## config.mk

```make
export PLATFORM = sky130hd
export DESIGN_NAME = lifo_arb_flat
export DESIGN_NICKNAME = d
export VERILOG_FILES = /design/src/rtl/lifo_arb_pkg.sv /design/src/rtl/lifo_arb_if.sv /design/src/rtl/lifo_core.sv /design/src/rtl/lifo_arb.sv /design/src/flat_wrapper.sv
export SDC_FILE = /design/constraint.sdc
export NUM_CORES = 1
export LEC_CHECK = 0
export ABC_AREA = 1
export BUFFER_PORTS_ARGS = -buffer_cell sky130_fd_sc_hd__buf_4
export CELL_PAD_IN_SITES_DETAIL_PLACEMENT = 1
export CELL_PAD_IN_SITES_GLOBAL_PLACEMENT = 1
export CORE_MARGIN = 2
export CORE_UTILIZATION = 35
export CTS_BUF_LIST = sky130_fd_sc_hd__clkbuf_8
export DETAILED_ROUTE_END_ITERATION = 7
export HOLD_SLACK_MARGIN = 0.08
export PLACE_DENSITY = 0.66
export REMOVE_ABC_BUFFERS = 1
export SLEW_MARGIN = 20
export SYNTH_ARGS = -nofsm -noshare
export SYNTH_HDL_FRONTEND = slang
export SYNTH_SLANG_ARGS = --single-unit
export TNS_END_PERCENT = 30
```

## constraint.sdc

```tcl
create_clock -name clk -period 3.4 [get_ports clk]
set_input_delay 0.34 -clock clk [delete_from_list [all_inputs] [get_ports clk]]
set_output_delay 0.34 -clock clk [all_outputs]
set_load 0.01 [all_outputs]
```

## src/rtl/lifo_arb_pkg.sv

```systemverilog
// lifo_arb_pkg: shared constants, FSM encoding and arbitration helper for lifo_arb.
// Optional macro LIFO_ARB_FIXED_PRIO_EN selects fixed priority in the top.
package lifo_arb_pkg;

  localparam int unsigned LIFO_DW    = 8;
  localparam int unsigned LIFO_DEPTH = 16;

  localparam logic OP_PUSH = 1'b0;
  localparam logic OP_POP  = 1'b1;

  typedef enum logic [1:0] {
    S_IDLE = 2'd0,
    S_EXEC = 2'd1,
    S_DONE = 2'd2
  } state_e;

  // Round-robin winner: on a tie the requester that did not win last time.
  function automatic logic rr_pick(input logic [1:0] req, input logic last);
    return (req == 2'b11) ? ~last : req[1];
  endfunction

endpackage

```

## src/rtl/lifo_arb_if.sv

```systemverilog
// lifo_arb_if: requester-side bus of lifo_arb.
//   req/op/wdata0/wdata1 : requests from the datapath (master drives)
//   gnt/rvalid/rdata/err : completion signals from the arbiter (slave drives)
//   full/empty           : stack status from the arbiter
interface lifo_arb_if #(
  parameter int unsigned DW = 8
) ();

  logic [1:0]    req;
  logic [1:0]    op;
  logic [DW-1:0] wdata0;
  logic [DW-1:0] wdata1;
  logic [1:0]    gnt;
  logic          rvalid;
  logic [DW-1:0] rdata;
  logic          err;
  logic          full;
  logic          empty;

  modport master (
    output req, op, wdata0, wdata1,
    input  gnt, rvalid, rdata, err, full, empty
  );

  modport slave (
    input  req, op, wdata0, wdata1,
    output gnt, rvalid, rdata, err, full, empty
  );

endinterface

```

## src/rtl/lifo_core.sv

```systemverilog
// lifo_core: DEPTH x DW stack storage with an AW+1 bit pointer.
//   clk, rst_n     : clock, async active-low reset (pointer only)
//   push_i, pop_i  : one-cycle operation strobes (ignored when full/empty)
//   din_i          : push data
//   dout_o_c       : top-of-stack entry mem[ptr-1], combinational
//   full_o_c       : ptr == DEPTH, combinational
//   empty_o_c      : ptr == 0, combinational
module lifo_core #(
  parameter int unsigned DW    = 8,
  parameter int unsigned DEPTH = 16,
  parameter int unsigned AW    = $clog2(DEPTH)
) (
  input  logic          clk,
  input  logic          rst_n,
  input  logic          push_i,
  input  logic          pop_i,
  input  logic [DW-1:0] din_i,
  output logic [DW-1:0] dout_o_c,
  output logic          full_o_c,
  output logic          empty_o_c
);

  localparam int unsigned PW = AW + 1;

  logic [DW-1:0] mem_q [DEPTH];
  logic [PW-1:0] ptr_q, ptr_d;
  logic [AW-1:0] top_idx;

  assign full_o_c  = (ptr_q == PW'(DEPTH));
  assign empty_o_c = (ptr_q == PW'(0));
  assign top_idx   = AW'(ptr_q - PW'(1));
  assign dout_o_c  = mem_q[top_idx];

  // Pointer next state; illegal operations leave it unchanged.
  always_comb begin
    ptr_d = ptr_q;
    if (push_i && !full_o_c) begin
      ptr_d = ptr_q + PW'(1);
    end else if (pop_i && !empty_o_c) begin
      ptr_d = ptr_q - PW'(1);
    end
  end

  always_ff @(posedge clk or negedge rst_n) begin
    if (!rst_n) begin
      ptr_q <= '0;
    end else begin
      ptr_q <= ptr_d;
    end
  end

  // Storage is intentionally not reset.
  always_ff @(posedge clk) begin
    if (push_i && !full_o_c) begin
      mem_q[ptr_q[AW-1:0]] <= din_i;
    end
  end

endmodule

```

## src/rtl/lifo_arb.sv

```systemverilog
// lifo_arb: two-requester arbiter/sequencer in front of lifo_core.
//   clk    : clock, rising edge
//   resetn : async active-low reset
//   bus    : lifo_arb_if slave (req/op/wdata in, gnt/rvalid/rdata/err/full/empty out)
// Macro LIFO_ARB_FIXED_PRIO_EN: requester 0 always wins ties (default round-robin).
module lifo_arb
  import lifo_arb_pkg::*;
#(
  parameter int unsigned DW    = LIFO_DW,
  parameter int unsigned DEPTH = LIFO_DEPTH,
  parameter int unsigned AW    = $clog2(DEPTH)
) (
  input  logic       clk,
  input  logic       resetn,
  lifo_arb_if.slave  bus
);

  state_e        state_q, state_d;
  logic          win_q, win_d;
  logic          op_q, op_d;
  logic [DW-1:0] data_q, data_d;
  logic [1:0]    gnt_q, gnt_d;
  logic          rvalid_q, rvalid_d;
  logic          err_q, err_d;
  logic [DW-1:0] rdata_q, rdata_d;

  logic          pick_c;
  logic          push_c, pop_c;
  logic [DW-1:0] dout_c;
  logic          full_c, empty_c;

`ifdef LIFO_ARB_FIXED_PRIO_EN
  assign pick_c = ~bus.req[0];
`else
  logic rr_last_q, rr_last_d;
  assign pick_c = rr_pick(bus.req, rr_last_q);
`endif

  lifo_core #(
    .DW    (DW),
    .DEPTH (DEPTH),
    .AW    (AW)
  ) u_core (
    .clk       (clk),
    .rst_n     (resetn),
    .push_i    (push_c),
    .pop_i     (pop_c),
    .din_i     (data_q),
    .dout_o_c  (dout_c),
    .full_o_c  (full_c),
    .empty_o_c (empty_c)
  );

  // Next-state and registered-output logic; completion outputs are one-cycle pulses.
  always_comb begin
    state_d   = state_q;
    win_d     = win_q;
    op_d      = op_q;
    data_d    = data_q;
`ifndef LIFO_ARB_FIXED_PRIO_EN
    rr_last_d = rr_last_q;
`endif
    gnt_d     = 2'b00;
    rvalid_d  = 1'b0;
    err_d     = 1'b0;
    rdata_d   = rdata_q;
    push_c    = 1'b0;
    pop_c     = 1'b0;
    case (state_q)
      S_IDLE: begin
        if (bus.req != 2'b00) begin
          win_d   = pick_c;
          op_d    = bus.op[pick_c];
          data_d  = pick_c ? bus.wdata1 : bus.wdata0;
          state_d = S_EXEC;
        end
      end
      S_EXEC: begin
        gnt_d = win_q ? 2'b10 : 2'b01;
        if (op_q == OP_PUSH) begin
          push_c = 1'b1;
          err_d  = full_c;
        end else begin
          pop_c = 1'b1;
          if (empty_c) begin
            err_d = 1'b1;
          end else begin
            rvalid_d = 1'b1;
            rdata_d  = dout_c;
          end
        end
        state_d = S_DONE;
      end
      S_DONE: begin
`ifndef LIFO_ARB_FIXED_PRIO_EN
        rr_last_d = win_q;
`endif
        state_d = S_IDLE;
      end
      default: state_d = S_IDLE;
    endcase
  end

  always_ff @(posedge clk or negedge resetn) begin
    if (!resetn) begin
      state_q   <= S_IDLE;
      win_q     <= 1'b0;
      op_q      <= OP_PUSH;
      data_q    <= '0;
`ifndef LIFO_ARB_FIXED_PRIO_EN
      rr_last_q <= 1'b1;
`endif
      gnt_q     <= 2'b00;
      rvalid_q  <= 1'b0;
      err_q     <= 1'b0;
      rdata_q   <= '0;
    end else begin
      state_q   <= state_d;
      win_q     <= win_d;
      op_q      <= op_d;
      data_q    <= data_d;
`ifndef LIFO_ARB_FIXED_PRIO_EN
      rr_last_q <= rr_last_d;
`endif
      gnt_q     <= gnt_d;
      rvalid_q  <= rvalid_d;
      err_q     <= err_d;
      rdata_q   <= rdata_d;
    end
  end

  assign bus.gnt    = gnt_q;
  assign bus.rvalid = rvalid_q;
  assign bus.err    = err_q;
  assign bus.rdata  = rdata_q;
  assign bus.full   = full_c;
  assign bus.empty  = empty_c;

endmodule

```

## src/flat_wrapper.sv

```systemverilog
// flat-port wrapper written by rule: the top's interface ports become plain ports
module lifo_arb_flat import lifo_arb_pkg::*;
#(
  parameter int unsigned DW    = LIFO_DW,
  parameter int unsigned DEPTH = LIFO_DEPTH,
  parameter int unsigned AW    = $clog2(DEPTH)
)
  (clk, resetn, bus_req, bus_op, bus_wdata0, bus_wdata1, bus_gnt, bus_rvalid, bus_rdata, bus_err, bus_full, bus_empty);
  lifo_arb_if #(.DW(DW)) bus_i ();
  input  logic clk;
  input  logic resetn;
  input wire logic [$bits(bus_i.req)-1:0] bus_req;
  input wire logic [$bits(bus_i.op)-1:0] bus_op;
  input wire logic [$bits(bus_i.wdata0)-1:0] bus_wdata0;
  input wire logic [$bits(bus_i.wdata1)-1:0] bus_wdata1;
  output wire logic [$bits(bus_i.gnt)-1:0] bus_gnt;
  output wire logic [$bits(bus_i.rvalid)-1:0] bus_rvalid;
  output wire logic [$bits(bus_i.rdata)-1:0] bus_rdata;
  output wire logic [$bits(bus_i.err)-1:0] bus_err;
  output wire logic [$bits(bus_i.full)-1:0] bus_full;
  output wire logic [$bits(bus_i.empty)-1:0] bus_empty;
  assign bus_i.req = bus_req;
  assign bus_i.op = bus_op;
  assign bus_i.wdata0 = bus_wdata0;
  assign bus_i.wdata1 = bus_wdata1;
  assign bus_gnt = bus_i.gnt;
  assign bus_rvalid = bus_i.rvalid;
  assign bus_rdata = bus_i.rdata;
  assign bus_err = bus_i.err;
  assign bus_full = bus_i.full;
  assign bus_empty = bus_i.empty;
  lifo_arb #(.DW(DW), .DEPTH(DEPTH), .AW(AW)) u_core (.clk(clk), .resetn(resetn), .bus(bus_i));
endmodule
```

# Word level (Yosys, flattened, before mapping)
# Memory sizes are Yosys's and may differ from the RTL's. A register that Yosys moved wholly into a read port is not among the register bits.
# Index checks and enable logic that the tools add are counted.
[totals]
ff_bits = 22
latchBits = 0
ram_bits = 128
romBits = 0
in_bits = 22
output_inout_bits = 14
memories = 1
[memory_table]
columns = ["name", "words", "width", "rd", "rd_clocked_by_memory_dff", "write_ports", "line_no", "text"]
rows = [
  ["u_core.u_core.mem_q", 16, 8, 1, 1, 1, "lifo_core.sv:25", "logic [DW-1:0] mem_q [DEPTH];"],
]
[classes]
n_addsub = 2
multipliers = 0
div_mod_pow = 0
magnitude_cmp = 1
eq_ne = 5
shift = 0
muxes = 22
bitwise = 2
reduce_logical = 11
[ops]
columns = ["cell", "n"]
rows = [
  ["$mux 1", 15],
  ["$mux 5", 2],
  ["$mux 8", 1],
  ["$mux 2", 3],
  ["$add 5x1->5 const B", 1],
  ["$eq 5x5->1 const B", 1],
  ["$logic_not 5->1", 1],
  ["$sub 5x1->5 const B", 1],
  ["$eq 2x2->1 const B", 2],
  ["$pmux 2 s2", 1],
  ["$reduce_bool 2->1", 2],
  ["$logic_not 1->1", 3],
  ["$reduce_and 3->1", 1],
  ["$eq 2x1->1 const B", 1],
  ["$logic_and 1x1->1", 2],
  ["$logic_not 2->1", 1],
  ["$lt 1x2->1 const B", 1],
  ["$ne 2x1->1 const B", 1],
  ["$not 1->1", 2],
  ["$reduce_and 2->1", 1],
]

# Logic depth before layout (Yosys ltp)
[logic_depth]
depth_word = 5
mapped_depth = 13
mapped_depth_nobuf = 11

# By module
# A second synthesis with hierarchy kept.
[hier_totals]
cells_unflattened = 721
area_unflattened_um2 = 7090.6
[by_module_without_submodules]
columns = ["module", "instances", "cells_per_inst", "area_per_inst_um2", "seq_area_each_um2"]
rows = [
  ["lifo_core", 1, 579, 5936.9, 3968.8],
  ["lifo_arb", 1, 142, 1153.6, 626.9],
]

# Worst setup path before layout
# OpenSTA, ideal clock, no wires.
[synth_timing]
path_kind = "register to register"
from = "register u_core.u_core.ptr_q[0]"
to = "memory u_core.u_core.mem_q[1][0] (enable)"
t_arrival_ns = 2.044
path_slack_ns = 0.986
stages_incl_launch_ff = 12
n_path_buf = 2
period_less_slack_ns = 2.414
path_cell_list = "dfrtp_1 inv_2 buf_2 buf_2 ha_1 nand2_1 nor2_1 nand2_1 nand3_2 inv_2 nand2_1 nor2_1"
[synth_between]
elab_chain_len = 5
[synth_lines]
columns = ["item", "line_no", "text"]
rows = [
  ["start, declared", "lifo_core.sv:26", "logic [PW-1:0] ptr_q, ptr_d;"],
  ["start signal, assigned", "lifo_core.sv:48", "ptr_q <= ptr_d;"],
  ["$eq 5x5->1", "lifo_core.sv:29", "assign full_o_c = (ptr_q == PW'(DEPTH));"],
  ["$logic_not 1->1", "lifo_core.sv:54", "if (push_i && !full_o_c) begin"],
  ["$logic_and 1x1->1", "lifo_core.sv:54", ""],
  ["$mux 1", "lifo_core.sv:54", ""],
  ["$mux 1 (not written as such)", "lifo_core.sv:55", "mem_q[ptr_q[AW-1:0]] <= din_i;"],
  ["end, declared", "lifo_core.sv:25", ""],
]
# Parallel ways exist; a longest one is shown, timed or not.

# Final worst setup path
[layout_timing]
from = "register u_core.u_core.ptr_q[1]"
to = "memory u_core.u_core.mem_q[9][4] (enable)"
# The elaborated chain is that of the path after synthesis.

==> results by group <==
Route
  • Drt first pass iters: 4
  • Vias per cell: 4.759
  • Post-DRT Antenna Nets: 0
  • Total wire length: 18210 um
  • Vias: 4840
  • Avg WL per Cell: 17.91 um
  • DRT iter0 DRCs: 251
  • # DRC: 0

Global route
  • Vias in the first global route: 5104
  • Grt total ovfl: 0
  • Largest net degree at the start of global routing: 69
  • Initial antenna violation count: 0
  • All-Layer GR Usage: 18.56%
  • First-pass GRT wire length: 28260 um

Finish
  • Multi-input gate area: 1788 sq um
  • # fillers: 2196
  • Antenna diodes: 0
  • Final core utilization: 40.21%
  • # nets final: 765
  • Storage element area: 4597 sq um
  • Finished Layout Cells: 1017
  • Layout cells sized above 1: 11.04%
  • Area Overhead vs Synth: 12.66%
  • Finished Cell Area: 7826 sq um

Placed design
  • Placed Instance Area: 7437 sq um
  • Input/output buffers: 35
  • DP HPWL: 12300 um
  • GP Congestion: 0.8348
  • DP Cell Count: 984

Yosys
  • Number of synthesized flops with an enable pin: 128
  • Most area-consuming cells after synthesis: edfxtp_1, nand2_1, dfrtp_1, nand3_1, inv_1
  • Synth Area in Compound Gates: 2.089%
  • Most common cell in the netlist: nand2_1
  • Syn avg cell area: 9.798 sq um
  • Synth area leader: edfxtp_1
  • Post-synth top cells: nand2_1, edfxtp_1, inv_1, nand3_1, nor2_1
  • Register area share after synthesis: 66.16%
  • YS warnings: 0
  • Synth Area in Simple Gates: 22.08%
  • Count of cell types in the netlist: 25
  • Post-synthesis cell area: 6947 sq um
  • Top FF cell, synth: edfxtp_1
  • Post-Synthesis Cells: 709
  • Async set or reset register ratio after synthesis: 18.99%
  • Synth top area share: 55.33%
  • Fraction of the mapped netlist area in adder cells: 0.7205%
  • Mux share of post-synthesis cell area: 0%
  • Xor/xnor share of the synthesized area: 0.8465%
  • Main combinational cell family by area after synthesis: simple AND/OR/NAND/NOR gates
  • Seq cells post-synth: 158

Pwr
  • Worst VDD drop: 0.6864 mV
  • Lkg Pwr: 3.461 nW
  • Pwr dens: 932.1 nW/um^2

STA
  • Worst-Margin Slew: 1061 ps
  • Setup Skew: 16.71 ps
  • Final setup violation count: 0
  • Max-slew violation count: 0
  • Tmin final: 2699 ps
  • Final Hold Viols: 0
  • Max_slew headroom: 29.16%
  • Fin crit share: 79.38%
  • Max Clk Rate: 370.5 MHz
  • Fin Hold WS: 156.9 ps
  • Setup TNS: 0 ps
  • RSZ-0062 raised after global routing: false

Clocking
  • H-tree depth: 4
  • Post-CTS Resized: 0
  • Root buf cell: clkbuf_8
  • Num CTS Buffers: 17
  • TritonCTS clock tree: done
  • Clk sinks: 158
  • Clock Pin Slew Worst Setup and Hold Paths: 90 ps
  • Later-pin clock latency in the skew report: 460 ps
  • Clk buf depth: 2

Critical path
  • R2R depth: 9
  • WS Path Type: reg2reg
  • Critical-path maximum fanout: 8
  • Req. time, crit path: 3490 ps
  • CP arrival: 2790 ps
  • Worst Setup End Kind: flop
  • CP Launch Type: flop

Run status
  • Status: completed

Hold path
  • Worst hold stages: 3
  • Hold Crit Class: in2reg

Floorplan
  • Die area: 20990 sq um
  • Initial Util: 35.69%
  • Core Region: 19460 sq um
  • DIE HEIGHT: 144.9 um
  • Die width: 144.9 um
  • Row count: 51
  • # IOs: 36

Flow run
  • Max-Cap Viols: 0
-- logic make-up after synthesis --
logic type / count (synthesis)
fa+ha+maj: 4
flops: 158
buf+inv: 143
xor+xnor: 5
simple gates: 371
compound gates: 28
-- sequential cells by signal, summed over array words and instances (netlist names) --
signal / cells
u_core.op_q: 1
u_core.bus.gnt: 2
u_core.rr_last_q: 1
u_core.u_core.mem_q: 128
u_core.data_q: 8
u_core.u_core.ptr_q: 5
u_core.state_q: 2
u_core.bus.rvalid: 1
u_core.win_q: 1
u_core.bus.err: 1
u_core.bus.rdata: 8
-- cell type report --
class,count,area share [%]
well taps,265,4.237
flip-flops and latches,158,58.74
clock buffers,17,2.990
multi-input cells,408,22.85
inverters,114,5.468
clock inverters,15,1.855
repair buffers,40,3.869
-- stage by stage --
stage / setup slack, ps / total power, mW
floorplan: -761.9 / 4.671
global placement: 871.0 / 5.918
detailed placement: 741.7 / 5.997
CTS: 724.8 / 7.367
global route: 565.1 / 7.781
finish: 701.0 / 7.295
-- worst max-delay path: stages, from the launching register on --
cell	delay (ps)
dfrtp_1	420
inv_1	120
ha_1	300
nand2_1	120
nor2_1	70
nand2_1	120
nand3_2	150
inv_2	180
nand2_1	240
nor2_1	620
-- placed cells by master, fill, tap and decap left out, types with 4 or more instances in the layout --
cell type	instances
nor2_1	31
nand3_1	101
ha_1	4
inv_6	6
clkbuf_8	17
nand2_1	236
buf_4	39
dfrtp_1	28
edfxtp_1	128
inv_1	108
inv_2	6
o21ai_0	20
-- what timing repair did --
action | in CTS | in global routing
setup buffers | 0 | 0
hold endpoints to repair | 29 | 0
hold buffers | 1 | 0
-- metal layers --
metal | up-vias | global-route usage [%] | part of all wire, %
met1 | 2373 | 23.80 | 44
met4 | 0 | 8.125 | 2.8
met5 | - | 0 | 0
met2 | 101 | 30.51 | 49
li1 | 2329 | - | -
met3 | 37 | 3.817 | 4.3
-- worst paths after layout --
check	startpoint	end	slack, ps
worst max register to register	u_core.u_core.ptr_q[1]	u_core.u_core.mem_q[9][4]	700
min in group asynchronous	resetn	u_core.bus.gnt[1]	370
worst min register to register	u_core.win_q	u_core.bus.gnt[0]	470
worst min-delay path	bus_wdata1[5]	u_core.data_q[5]	160
worst max-delay path	u_core.u_core.ptr_q[1]	u_core.u_core.mem_q[9][4]	700
max in group asynchronous	resetn	u_core.u_core.ptr_q[0]	2670
-- where the power goes --
group          internal (mW)  switching [mW]
Combinational          0.851            2.04
Clock                  0.602           0.760
Sequential              2.58           0.471
Total                   4.03            3.27
(Power assumes the default switching activity.)
